==> config.mk <==
export PLATFORM = sky130hd
export DESIGN_NAME = k12a_alu_sequencer
export DESIGN_NICKNAME = d
export VERILOG_FILES = /design/src/rtl/k12a_alu_sequencer.sv
export SDC_FILE = /design/constraint.sdc
export NUM_CORES = 1
export LEC_CHECK = 0
export CAP_MARGIN = 20
export CORE_UTILIZATION = 45
export DETAILED_ROUTE_END_ITERATION = 16
export PLACE_DENSITY = 0.76
export SYNTH_ARGS = -nofsm -noshare
export SYNTH_HDL_FRONTEND = slang
export SYNTH_SLANG_ARGS = --single-unit
==> constraint.sdc <==
create_clock -name clock -period 3.1 [get_ports clock]
set_input_delay 0.62 -clock clock [delete_from_list [all_inputs] [get_ports clock]]
set_output_delay 0.62 -clock clock [all_outputs]
set_load 0.005 [all_outputs]
==> src/rtl/k12a_alu_sequencer.sv <==
// k12a_alu_sequencer: steps K12A ALU/test instructions through EXEC/WRITE/EVAL and applies conditional skips
package k12a_alu_sequencer_pkg;
   typedef enum logic {ALU_OPERAND_SEL_B = 1'b0, ALU_OPERAND_SEL_INST = 1'b1} alu_operand_sel_t;
endpackage

module k12a_alu_sequencer
   import k12a_alu_sequencer_pkg::*;
#(
   parameter int COUNT_WIDTH = 16
) (
   input  logic                   clock,
   input  logic                   reset_n,
   input  logic                   inst_valid,
   input  logic [15:0]            inst_in,
   output logic                   inst_ready,
   input  logic                   alu_condition,
   output logic [15:0]            inst,
   output alu_operand_sel_t       alu_operand_sel,
   output logic                   alu_subtract,
   output logic                   alu_load_n,
   output logic                   reg_load_n,
   output logic                   skip,
   output logic [COUNT_WIDTH-1:0] retire_count
);
   typedef enum logic [1:0] {IDLE, EXEC, WRITE, EVAL} state_t;
   state_t state, state_nxt;
   logic [15:0] inst_nxt;
   logic skip_nxt;
   logic [COUNT_WIDTH-1:0] count_nxt;
   logic cur_alu, cur_test, in_op;
   // classes 4..7 share inst[15:14]=01; inst[13] splits ALU from test, inst[12] marks immediate
   assign cur_alu  = inst[15:13] == 3'b010;
   assign cur_test = inst[15:13] == 3'b011;
   assign in_op    = inst_in[15:14] == 2'b01;
   assign inst_ready      = state == IDLE;
   assign alu_load_n      = state != WRITE;
   assign reg_load_n      = state != WRITE;
   assign alu_operand_sel = ((cur_alu | cur_test) & inst[12]) ? ALU_OPERAND_SEL_INST : ALU_OPERAND_SEL_B;
   assign alu_subtract    = cur_test | (cur_alu & (inst[10:8] == 3'h5));
   always_comb begin
      state_nxt = state;
      inst_nxt  = inst;
      skip_nxt  = skip;
      count_nxt = retire_count;
      case (state)
         IDLE: if (inst_valid) begin
            if (skip) skip_nxt = 1'b0;
            else begin
               inst_nxt = inst_in;
               if (in_op) state_nxt = EXEC;
               else count_nxt = retire_count + COUNT_WIDTH'(1);
            end
         end
         EXEC: state_nxt = cur_test ? EVAL : WRITE;
         WRITE: begin
            state_nxt = IDLE;
            count_nxt = retire_count + COUNT_WIDTH'(1);
         end
         default: begin
            state_nxt = IDLE;
            count_nxt = retire_count + COUNT_WIDTH'(1);
            skip_nxt  = alu_condition ^ inst[11];
         end
      endcase
   end
   always_ff @(posedge clock or negedge reset_n) begin
      if (!reset_n) begin
         state        <= IDLE;
         inst         <= '0;
         skip         <= 1'b0;
         retire_count <= '0;
      end else begin
         state        <= state_nxt;
         inst         <= inst_nxt;
         skip         <= skip_nxt;
         retire_count <= count_nxt;
      end
   end
endmodule
---- Word level (Yosys, flattened, before mapping) ----
Index checks and enable logic that the tools add are counted.
storage, ports and cells
  flip-flop bits (word level) ............. 35
  word-level logic and storage cells ...... 42
  input port bits ......................... 20
cells by class
  muxes and demuxes ....................... 12
  equal/unequal tests ..................... 11
  add/sub/neg operators ................... 1
  reduce and logical (&&, ||, !) cells .... 6
  bitwise operators ....................... 8
operator list
  cell                     count
  $mux W16                 3
  $pmux W16 S2             1
  $add A16 B1 Y16 const B  1
  $ne A2 B2 Y1 const B     4
  $eq A3 B2 Y1 const B     2
  $mux W2                  3
  $reduce_and A3 Y1        2
  $eq A2 B1 Y1 const B     2
  $pmux W2 S2              1
  $reduce_and A4 Y1        1
  $eq A3 B3 Y1 const B     1
  $mux W1                  3
  $not A1 Y1               3
  $and A1 B1 Y1            2
  $eq A2 B2 Y1 const B     1
  $logic_not A2 Y1         1
  $ne A2 B1 Y1 const B     1
  $or A1 B1 Y1             2
  $pmux W1 S2              1
  $reduce_and A2 Y1        1
  $reduce_or A2 Y1         1
  $xor A1 B1 Y1            1

---- Longest topological paths before layout ----
Gate-level depths: netlist (run 1).
  word-level depth ........................ 5
  gate-level depth with buffers ........... 6

---- Worst setup path before layout (run 1) ----
OpenSTA, ideal clock, no wires.
  path kind ............................... register to register
  start point ............................. register state[0]
  end point ............................... register inst[10]
  cell stages (with the launch flop) ...... 6
  setup time .............................. 0.125 ns
  buffers on the path ..................... 1
  arrival ................................. 1.425 ns
  slack ................................... 1.550 ns
  period minus slack after synthesis ...... 1.550 ns
  cells stage by stage .................... dfrtp_1 -> inv_1 -> ha_1 -> nand3b_2 -> buf_2 -> mux2_2
between the ends
  cells in the longest elaborated chain, start to end .. 2
ends and longest elaborated chain
  what                                RTL line  source
  start: declaration                  26        state_t state, state_nxt;
  start signal: assignment            73        state <= state_nxt;
  $logic_not A2 Y1                    --
  via inst_ready                      15        output logic inst_ready,
  $reduce_and A3 Y1 (no source line)  --
  end signal: assignment              74        inst <= inst_nxt;
  end: declaration                    17        output logic [15:0] inst,
The timed path passes the listed nets, and every way through them passes these cells.
A chain may end at the register's enable or synchronous reset.

---- Worst setup path after layout (run 1) ----
  start point ............................. register state[0]
  end point ............................... output port inst_ready
between the ends
  cells in the longest elaborated chain, start to end .. 1
ends and longest elaborated chain
  what              RTL line  source
  $logic_not A2 Y1  35        assign inst_ready = state == IDLE;
  end: declaration  15
Every way passes these cells.

==> results.cfg, run 1 <==
[placed_design]
port_buffers = 57
dpl.hpwl_mm = 2.43
dp_cells = 228
place_congestion = 0.788
place_area_mm2 = 0.00225

[final_layout]
nets = 215
final_cells = 236
area_growth_syn_to_layout_pct = 42.3
multi_input_area_um2 = 718
fill_cells = 280
drive_gt1_share_pct = 15.8
regArea_um2 = 876
fin_area_mm2 = 0.00233
num_antenna_cells = 0

[logic_synthesis]
synth_cells = 128
syn_area_mm2 = 0.00164
syn_area_per_cell_um2 = 12.8
ys_warn_count = 0
yosysUniqueCellTypes = 33
ys_seq_elements = 35
yosysSeqAreaShare_pct = 53.4
syn-num-nets = 154

[worst_setup_path]
startpoint_type = register
crit_arrival_ns = 1.64
required_ns = 2.48
r2r-start = state[0]$_DFFE_PN0P_
crit_start = state[0]$_DFFE_PN0P_
cp_max_fo = 4
critPathKind = reg2out
end_kind = primary output

[power]
sw_frac_of_total_pct = 31.2
ir_drop_mv = 0.489
p_comb_share_pct = 45.0
leakage_nw = 0.981
power.total_mw = 2.04
clockPowerShare_pct = 16.5
power.density_mw_per_mm2 = 875
p_switching_mw = 0.638
p_int_mw = 1.40
seq_power_share_pct = 38.4

[floorplan]
core_mm2 = 0.00342
die_h_um = 62.4
row_count = 21
die_area_mm2 = 0.00389
die_w_um = 62.4
start_util_pct = 48.0
pin_count = 58

[routing]
ant_nets = 0
drt_pass1_iterations = 3
drc_errors = 0
drtIter0Drc = 13
vias_per_cell = 5.10
wire_per_inst_um = 13.9
wl_mm = 3.27
vias = 1204

[min_path]
hp-class = reg2reg
hold_path.startpoint = retire_count[15]$_DFFE_PN0P_

[sta]
min_period_ns = 2.26
tightest_slew_ns = 0.498
fmax_ghz = 0.443
rsz0062_at_grt = false
finClkSkew_ns = 0.00542
period_share_pct = 72.9
slew_violations = 0
tns_ns = 0
maxSlewHeadroom_pct = 66.7
finalSetupViolCount = 0
finalHoldViolCount = 0

[clocking]
clk_pin_slew_worst_paths_ns = 0.11
cts_hold_buf = 0
clock_latency_ns = 0.33
cts_resized = 0
cts_htree_levels = 2
cts_buffer_depth = 2
cts_buffers = 5
cts_setup_buffers = 0
ctsRootBufferMaster = clkbuf_4
cts_tree = done
cts_num_sinks = 35

[grt]
grt_antenna_before_repair = 0
grt_pass1_wl_mm = 5.73
grt_pass1_vias = 1221
grt_max_degree = 36
groute.usage.overall_pct = 19.2
grt_overflow = 0

[job]
drv_cap = 0

[run_status]
status = finished, final reports clean
cell type report:
type	count	share of cell area (%)
clock buffer	6	2.20
clock inverter	2	1.50
inverter	5	0.804
multi-input combinational	84	30.8
sequential	35	37.5
tap	46	2.47
timing repair buffer	58	24.8
sequential cells by signal, indices dropped and copies added (netlist names):
signal        cells
state             2
retire_count     16
skip              1
inst             16
kinds of logic (layout without fill, tap and decap cells):
family | Yosys count | after routing | synth area share, %
AND/OR/NAND/NOR | 39 | 39 | 15.6
flip-flops | 35 | 35 | 53.4
multiplexers | 18 | 18 | 12.4
XOR/XNOR | 16 | 16 | 8.54
buffers and inverters | 9 | 71 | 2.82
adder cells (fa/ha/maj) | 6 | 6 | 4.58
AO/OA/AOI/OAI | 5 | 5 | 2.75
critical path, cell delays in order, from the launching register on:
cell and delay [ns]:
dfrtp_1 0.43, inv_1 0.12, ha_1 0.24, clkdlybuf4s50_1 0.53
path summary, 6_finish.rpt:
| path | to | slack (ns) | cells after the start |
|---|---|---|---|
| worst max register to register | inst[7]$_DFFE_PN0P_ | 1.41 | 4 |
| worst max-delay path | inst_ready | 0.84 | 3 |
| min in group asynchronous | retire_count[3]$_DFFE_PN0P_ | 0.69 | 2 |
| max in group asynchronous | inst[7]$_DFFE_PN0P_ | 2.11 | 2 |
| worst min register to register | retire_count[15]$_DFFE_PN0P_ | 0.48 | 1 |
| worst min-delay path | retire_count[15]$_DFFE_PN0P_ | 0.48 | 1 |
layout by cell type, fill, tap and decap left out, types with 2 or more instances in the layout:
master and count:
clkdlybuf4s50_1 57, dfrtp_1 35, mux2_2 15, xnor2_1 15
nand4_1 9, nand3_1 7, ha_1 6, inv_1 5
clkbuf_4 5, and3_1 4, nor2b_1 3, mux2_1 3
nand2_1 2, nor2_1 2, and2_1 2
through the flow:
stage | hold WS [ns] | worst slack (ns) | utilization [%]
finish | 0.481 | 0.841 | 68.4
global route | 0.518 | 0.720 | 68.4
CTS | 0.486 | 0.809 | 68.4
detailed placement | 0.465 | 0.843 | 65.8
global placement | 0.463 | 0.861 | 65.8
floorplan | 0.324 | 1.55 | -
per-layer routing:
layer / GRT usage (%) / share of wire [%] / vias to the layer above
li1: - / - / 572
met1: 23.0 / 43 / 592
met2: 30.8 / 49 / 35
met3: 8.03 / 6.9 / 5
met4: 6.98 / 1.6 / 0
met5: 0 / 0 / -
cell usage after synthesis:
library cell	count	area [µm²]
and2_1	2	12.5
and3_1	4	25.0
o21ai_0	1	5.00
nor3_1	1	5.00
inv_1	5	18.8
nand3_1	7	35.0
nor3b_1	1	7.51
nand3b_2	1	11.3
nor2b_4	1	13.8
buf_2	1	5.00
and3b_1	1	8.76
nor4_2	1	12.5
nor2b_1	3	18.8
o31ai_1	1	7.51
xnor2_1	15	131
ha_1	6	75.1
clkbuf_1	1	3.75
nand4_1	9	56.3
and2b_1	1	7.51
buf_6	1	11.3
mux2_1	3	33.8
xor2_1	1	8.76
and4b_1	1	10.0
and3_2	1	7.51
o21ai_4	1	16.3
a31oi_1	1	6.26
nor2_1	2	7.51
o32a_1	1	10.0
nand2_1	2	7.51
buf_4	1	7.51
mux2_2	15	169
dfrtp_1	35	876
nand2b_2	1	8.76
power groups by stage:
| stage | combinational, mW | clock [mW] | sequential, mW |
|---|---|---|---|
| 6_report | 0.920 | 0.337 | 0.785 |
| 5_1_grt | 1.00 | 0.376 | 0.812 |
| 4_1_cts | 0.933 | 0.351 | 0.786 |
| 3_5_place_dp | 0.925 | 0 | 0.795 |
| 3_3_place_gp | 0.909 | 0 | 0.780 |
| 2_1_floorplan | 0.459 | 0 | 0.777 |
Power figures use the tool's default switching activity.
==> run 2: changes to the inputs <==
--- a/config.mk
+++ b/config.mk
@@ -6,9 +6,9 @@
 export NUM_CORES = 1
 export LEC_CHECK = 0
 export CAP_MARGIN = 20
-export CORE_UTILIZATION = 45
+export CORE_UTILIZATION = 44
 export DETAILED_ROUTE_END_ITERATION = 16
-export PLACE_DENSITY = 0.76
+export PLACE_DENSITY = 0.75
 export SYNTH_ARGS = -nofsm -noshare
 export SYNTH_HDL_FRONTEND = slang
 export SYNTH_SLANG_ARGS = --single-unit
==> constraint.sdc (replaced) <==
create_clock -name clock -period 2.3 [get_ports clock]
set_input_delay 0.46 -clock clock [delete_from_list [all_inputs] [get_ports clock]]
set_output_delay 0.46 -clock clock [all_outputs]
set_load 0.005 [all_outputs]
==> run 2 against run 1 <==
Against the previous run: final cell count rose by 0.42%; sequential share of layout area fell by 0.40 points; final area rose by 1.1%; sequential cell count did not move; wire length rose by 7.7%; worst hold slack got worse by 0.013 ns; clock power rose by 45%.
==> results.cfg, run 2 (synthesis results as in run 1) <==
[floorplan]
row_count = 21
core_mm2 = 0.00344
die_w_um = 63.1
die_h_um = 63.1
start_util_pct = 47.7
die_area_mm2 = 0.00398
pin_count = 58

[worst_setup_path]
critPathKind = reg2out
cp_slowest_cell = clkdlybuf4s50_1
rr_endpoint = inst[9]$_DFFE_PN0P_
end_kind = primary output
ff2ff_path_depth = 4
crit_chain = inv_1 -> ha_1 -> clkdlybuf4s50_1
required_ns = 1.84
r2r-start = state[0]$_DFFE_PN0P_
startpoint_type = register
critical_path_buf_inv_count = 2
ff2ff_setup_slack_ns = 0.59
cp_max_fo = 4
max_stage_delay_ns = 0.53
crit_arrival_ns = 1.61
crit_family = buffers and inverters

[routing]
drt_pass1_iterations = 4
vias_per_cell = 5.10
wire_per_inst_um = 14.9
vias = 1209
drtIter0Drc = 98
drc_errors = 0
ant_nets = 0
wl_mm = 3.52

[clocking]
cts_buffer_depth = 2
cts_buffers = 5
cts_num_sinks = 35
cts_hold_buf = 0
cts_tree = done
ctsRootBufferMaster = clkbuf_8
cts_htree_levels = 2
clk_pin_slew_worst_paths_ns = 0.07
cts_resized = 0
cts_setup_buffers = 0
clock_latency_ns = 0.29

[final_layout]
drive_gt1_share_pct = 16.2
nets = 216
top_regs = inst x16, retire_count x16, state x2
num_antenna_cells = 0
mostFrequentLayoutCells = clkdlybuf4s50_1, dfrtp_1, mux2_2, xnor2_1, nand4_1
area_growth_syn_to_layout_pct = 43.9
final_common_cell = clkdlybuf4s50_1
fin_area_mm2 = 0.00236
multi_input_area_um2 = 718
fill_cells = 269
regArea_um2 = 876
post-route-util_pct = 68.6

[power]
leakage_nw = 0.988
ir_drop_mv = 0.653
power.density_mw_per_mm2 = 1200

[sta]
fmax_ghz = 0.483
holdWs_ns = 0.468
rsz0062_at_grt = false
slew_violations = 0
finalSetupViolCount = 0
maxSlewHeadroom_pct = 65.6
tightest_slew_ns = 0.514
finClkSkew_ns = 0.00637
min_period_ns = 2.07
tns_ns = 0
finalHoldViolCount = 0
period_share_pct = 90.0

[grt]
grt_pass1_wl_mm = 6.27
groute.usage.overall_pct = 20.8
grt_pass1_vias = 1324
grt_antenna_before_repair = 0
grt_overflow = 0
grt_max_degree = 36

[placed_design]
place_area_mm2 = 0.00226
dpl.hpwl_mm = 2.51
port_buffers = 57
place_congestion = 0.818

[min_path]
hold_path.startpoint = retire_count[15]$_DFFE_PN0P_
hp-class = reg2reg
min_to = retire_count[15]$_DFFE_PN0P_
min_path_cells = 1

[job]
drv_cap = 0

[run_status]
status = finished, final reports clean
run 2: cell count changes in the layout (fill, tap and decap cells not counted):
cell,change
clkinvlp_4,+1
clkbuf_8,+6
clkbuf_4,-5
bufinv_16,-1
clkinv_2,-1
buf_4,+1
run 2: how the worst max path moves through the flow:
stage	from	end	depth (start not counted)
CTS	state[0]$_DFFE_PN0P_	inst_ready	3
floorplan	state[0]$_DFFE_PN0P_	inst[10]$_DFFE_PN0P_	5
global placement	inst_valid	inst[7]$_DFFE_PN0P_	3
detailed placement	inst_valid	inst[9]$_DFFE_PN0P_	3
global route	state[1]$_DFFE_PN0P_	inst_ready	3
finish	state[0]$_DFFE_PN0P_	inst_ready	3
run 2: area by class of cell:
class / instances / area share, %
clock buffers: 7 / 4.08
clock inverters: 1 / 0.318
inverters: 5 / 0.795
multi-input cells: 84 / 30.4
flip-flops and latches: 35 / 37.1
well taps: 46 / 2.44
repair buffers: 59 / 24.8
run 2: per-layer routing:
layer | share of wire, % | track usage, % | vias to the layer above
met3 | 8.1 | 8.51 | 6
met2 | 49 | 33.2 | 50
met1 | 41 | 25.1 | 587
met4 | 1.5 | 7.56 | 0
li1 | - | - | 566
met5 | 0 | 0 | -
run 2: metrics by stage:
| stage | setup WS [ns] | total power, mW | cells |
|---|---|---|---|
| after detailed placement | 0.361 | 2.34 | 229 |
| final | 0.229 | 2.82 | 237 |
| after CTS | 0.227 | 2.86 | 237 |
| after global routing | 0.141 | 3.04 | 237 |
| after floorplan | 0.750 | 1.67 | 128 |
| after global placement | 0.419 | 2.28 | 229 |
run 2: power breakdown:
group	total (mW)	switching, mW	internal, mW
Combinational	1.27	0.469	0.800
Sequential	1.07	0.215	0.851
Clock	0.490	0.218	0.272
Total	2.82	0.902	1.92
==> run 3: changes to the inputs <==
--- a/config.mk
+++ b/config.mk
@@ -8,6 +8,7 @@
 export CAP_MARGIN = 20
 export CORE_UTILIZATION = 44
 export DETAILED_ROUTE_END_ITERATION = 16
+export MAX_ROUTING_LAYER = met4
 export PLACE_DENSITY = 0.75
 export SYNTH_ARGS = -nofsm -noshare
 export SYNTH_HDL_FRONTEND = slang
==> run 3 against run 2 <==
Against the previous run: clock skew hardly changed; highest routed layer unchanged; final cell count unchanged; sequential cell count unchanged; fmax barely moved; first-iteration DRC count down 3.1%; die area unchanged; sequential share of layout area did not move; total power barely moved; critical path depth stayed put; worst hold slack about the same; combinational power is essentially flat; clock power barely moved.
==> results.cfg, run 3 (synthesis results as in run 1) <==
[sta]
finClkSkew_ns = 0.00590
tightest_slew_ns = 0.514
maxSlewHeadroom_pct = 65.6
finalSetupViolCount = 0
tns_ns = 0
period_share_pct = 90.1
slew_violations = 0
timing.final.ws_setup_ns = 0.229
rsz0062_at_grt = false
fmax_ghz = 0.483
finalHoldViolCount = 0
min_period_ns = 2.07

[final_layout]
mostFrequentLayoutCells = clkdlybuf4s50_1, dfrtp_1, mux2_2, xnor2_1, nand4_1
area_growth_syn_to_layout_pct = 43.9
final_common_cell = clkdlybuf4s50_1
multi_input_area_um2 = 718
top_regs = inst x16, retire_count x16, state x2
fill_cells = 269
drive_gt1_share_pct = 16.2
num_antenna_cells = 0
nets = 216
regArea_um2 = 876

[worst_setup_path]
startpoint_type = register
critPathKind = reg2out
required_ns = 1.84
cp_max_fo = 4
crit_arrival_ns = 1.61
end_kind = primary output
r2r-start = state[0]$_DFFE_PN0P_
crit_start = state[0]$_DFFE_PN0P_

[clocking]
cts_htree_levels = 2
ctsRootBufferMaster = clkbuf_8
cts_buffers = 5
cts_resized = 0
clk_pin_slew_worst_paths_ns = 0.07
cts_num_sinks = 35
clock_latency_ns = 0.29
cts_hold_buf = 0
cts_setup_buffers = 0
cts_tree = done
cts_buffer_depth = 2

[routing]
drc_errors = 0
drt_pass1_iterations = 4
drtIter0Drc = 95
vias_per_cell = 5.11
vias = 1211
ant_nets = 0
wl_mm = 3.52
wire_per_inst_um = 14.9

[power]
p_comb_share_pct = 44.9
power.density_mw_per_mm2 = 1200
sw_frac_of_total_pct = 32.0
seq_power_share_pct = 37.7
clockPowerShare_pct = 17.4
leakage_nw = 0.988
p_switching_mw = 0.904
ir_drop_mv = 0.654
p_int_mw = 1.92

[floorplan]
row_count = 21
die_h_um = 63.1
core_mm2 = 0.00344
start_util_pct = 47.7
pin_count = 58
die_area_mm2 = 0.00398
die_w_um = 63.1

[min_path]
hold_path.startpoint = retire_count[15]$_DFFE_PN0P_
hp-class = reg2reg

[placed_design]
place_congestion = 0.830
port_buffers = 57
dp_slack_ns = 0.361
dpl.hpwl_mm = 2.51

[grt]
grt_antenna_before_repair = 0
grt_pass1_vias = 1324
grt_overflow = 0
grt_max_degree = 36
grt_pass1_wl_mm = 6.27
groute.usage.overall_pct = 21.4

[job]
drv_cap = 0

[run_status]
status = finished, final reports clean
## run 3: cell counts in the layout (fill, tap and decap cells not counted)
No cell type changed its count.
## run 3: path summary, 6_finish.rpt
check,slack (ns),cells after the start,to
min in group asynchronous,0.58,2,retire_count[4]$_DFFE_PN0P_
setup / recovery,0.23,3,inst_ready
setup reg to reg,0.59,4,inst[9]$_DFFE_PN0P_
hold / removal,0.47,1,retire_count[15]$_DFFE_PN0P_
max in group asynchronous,1.41,2,inst[15]$_DFFE_PN0P_
hold reg to reg,0.47,1,retire_count[15]$_DFFE_PN0P_
## run 3: layer usage
layer	wire, µm	GRT usage, %
met1	1520	26.1
met2	1720	33.2
met3	227	7.07
met4	51	7.56
met5	0	-
## run 3: worst max-delay path, cell delays in order (launching register included)
cell,delay (ns)
dfrtp_1,0.42
inv_1,0.13
ha_1,0.24
clkdlybuf4s50_1,0.53
## run 3: cell type report
class	count	area share (%)
clock buffers	7	4.08
well taps	46	2.44
multi-input cells	84	30.4
clock inverters	1	0.318
repair buffers	59	24.8
inverters	5	0.795
flip-flops and latches	35	37.1
## run 3: power by group through the flow
stage / Clock (mW) / Sequential [mW] / Combinational [mW]
floorplan: 0 / 1.05 / 0.619
global placement: 0 / 1.05 / 1.23
CTS: 0.507 / 1.07 / 1.28
global route: 0.549 / 1.11 / 1.38
detailed placement: 0 / 1.07 / 1.27
finish: 0.491 / 1.07 / 1.27
## run 3: per-stage QoR
step                total power [mW]  utilization, %  cells  area [µm²]  hold WS [ns]
floorplan                       1.67               -    128        1640         0.164
global placement                2.28            65.5    229        2260         0.463
detailed placement              2.34            65.5    229        2260         0.464
CTS                             2.86            68.6    237        2360         0.476
global route                    3.04            68.6    237        2360         0.498
finish                          2.83            68.6    237        2360         0.468
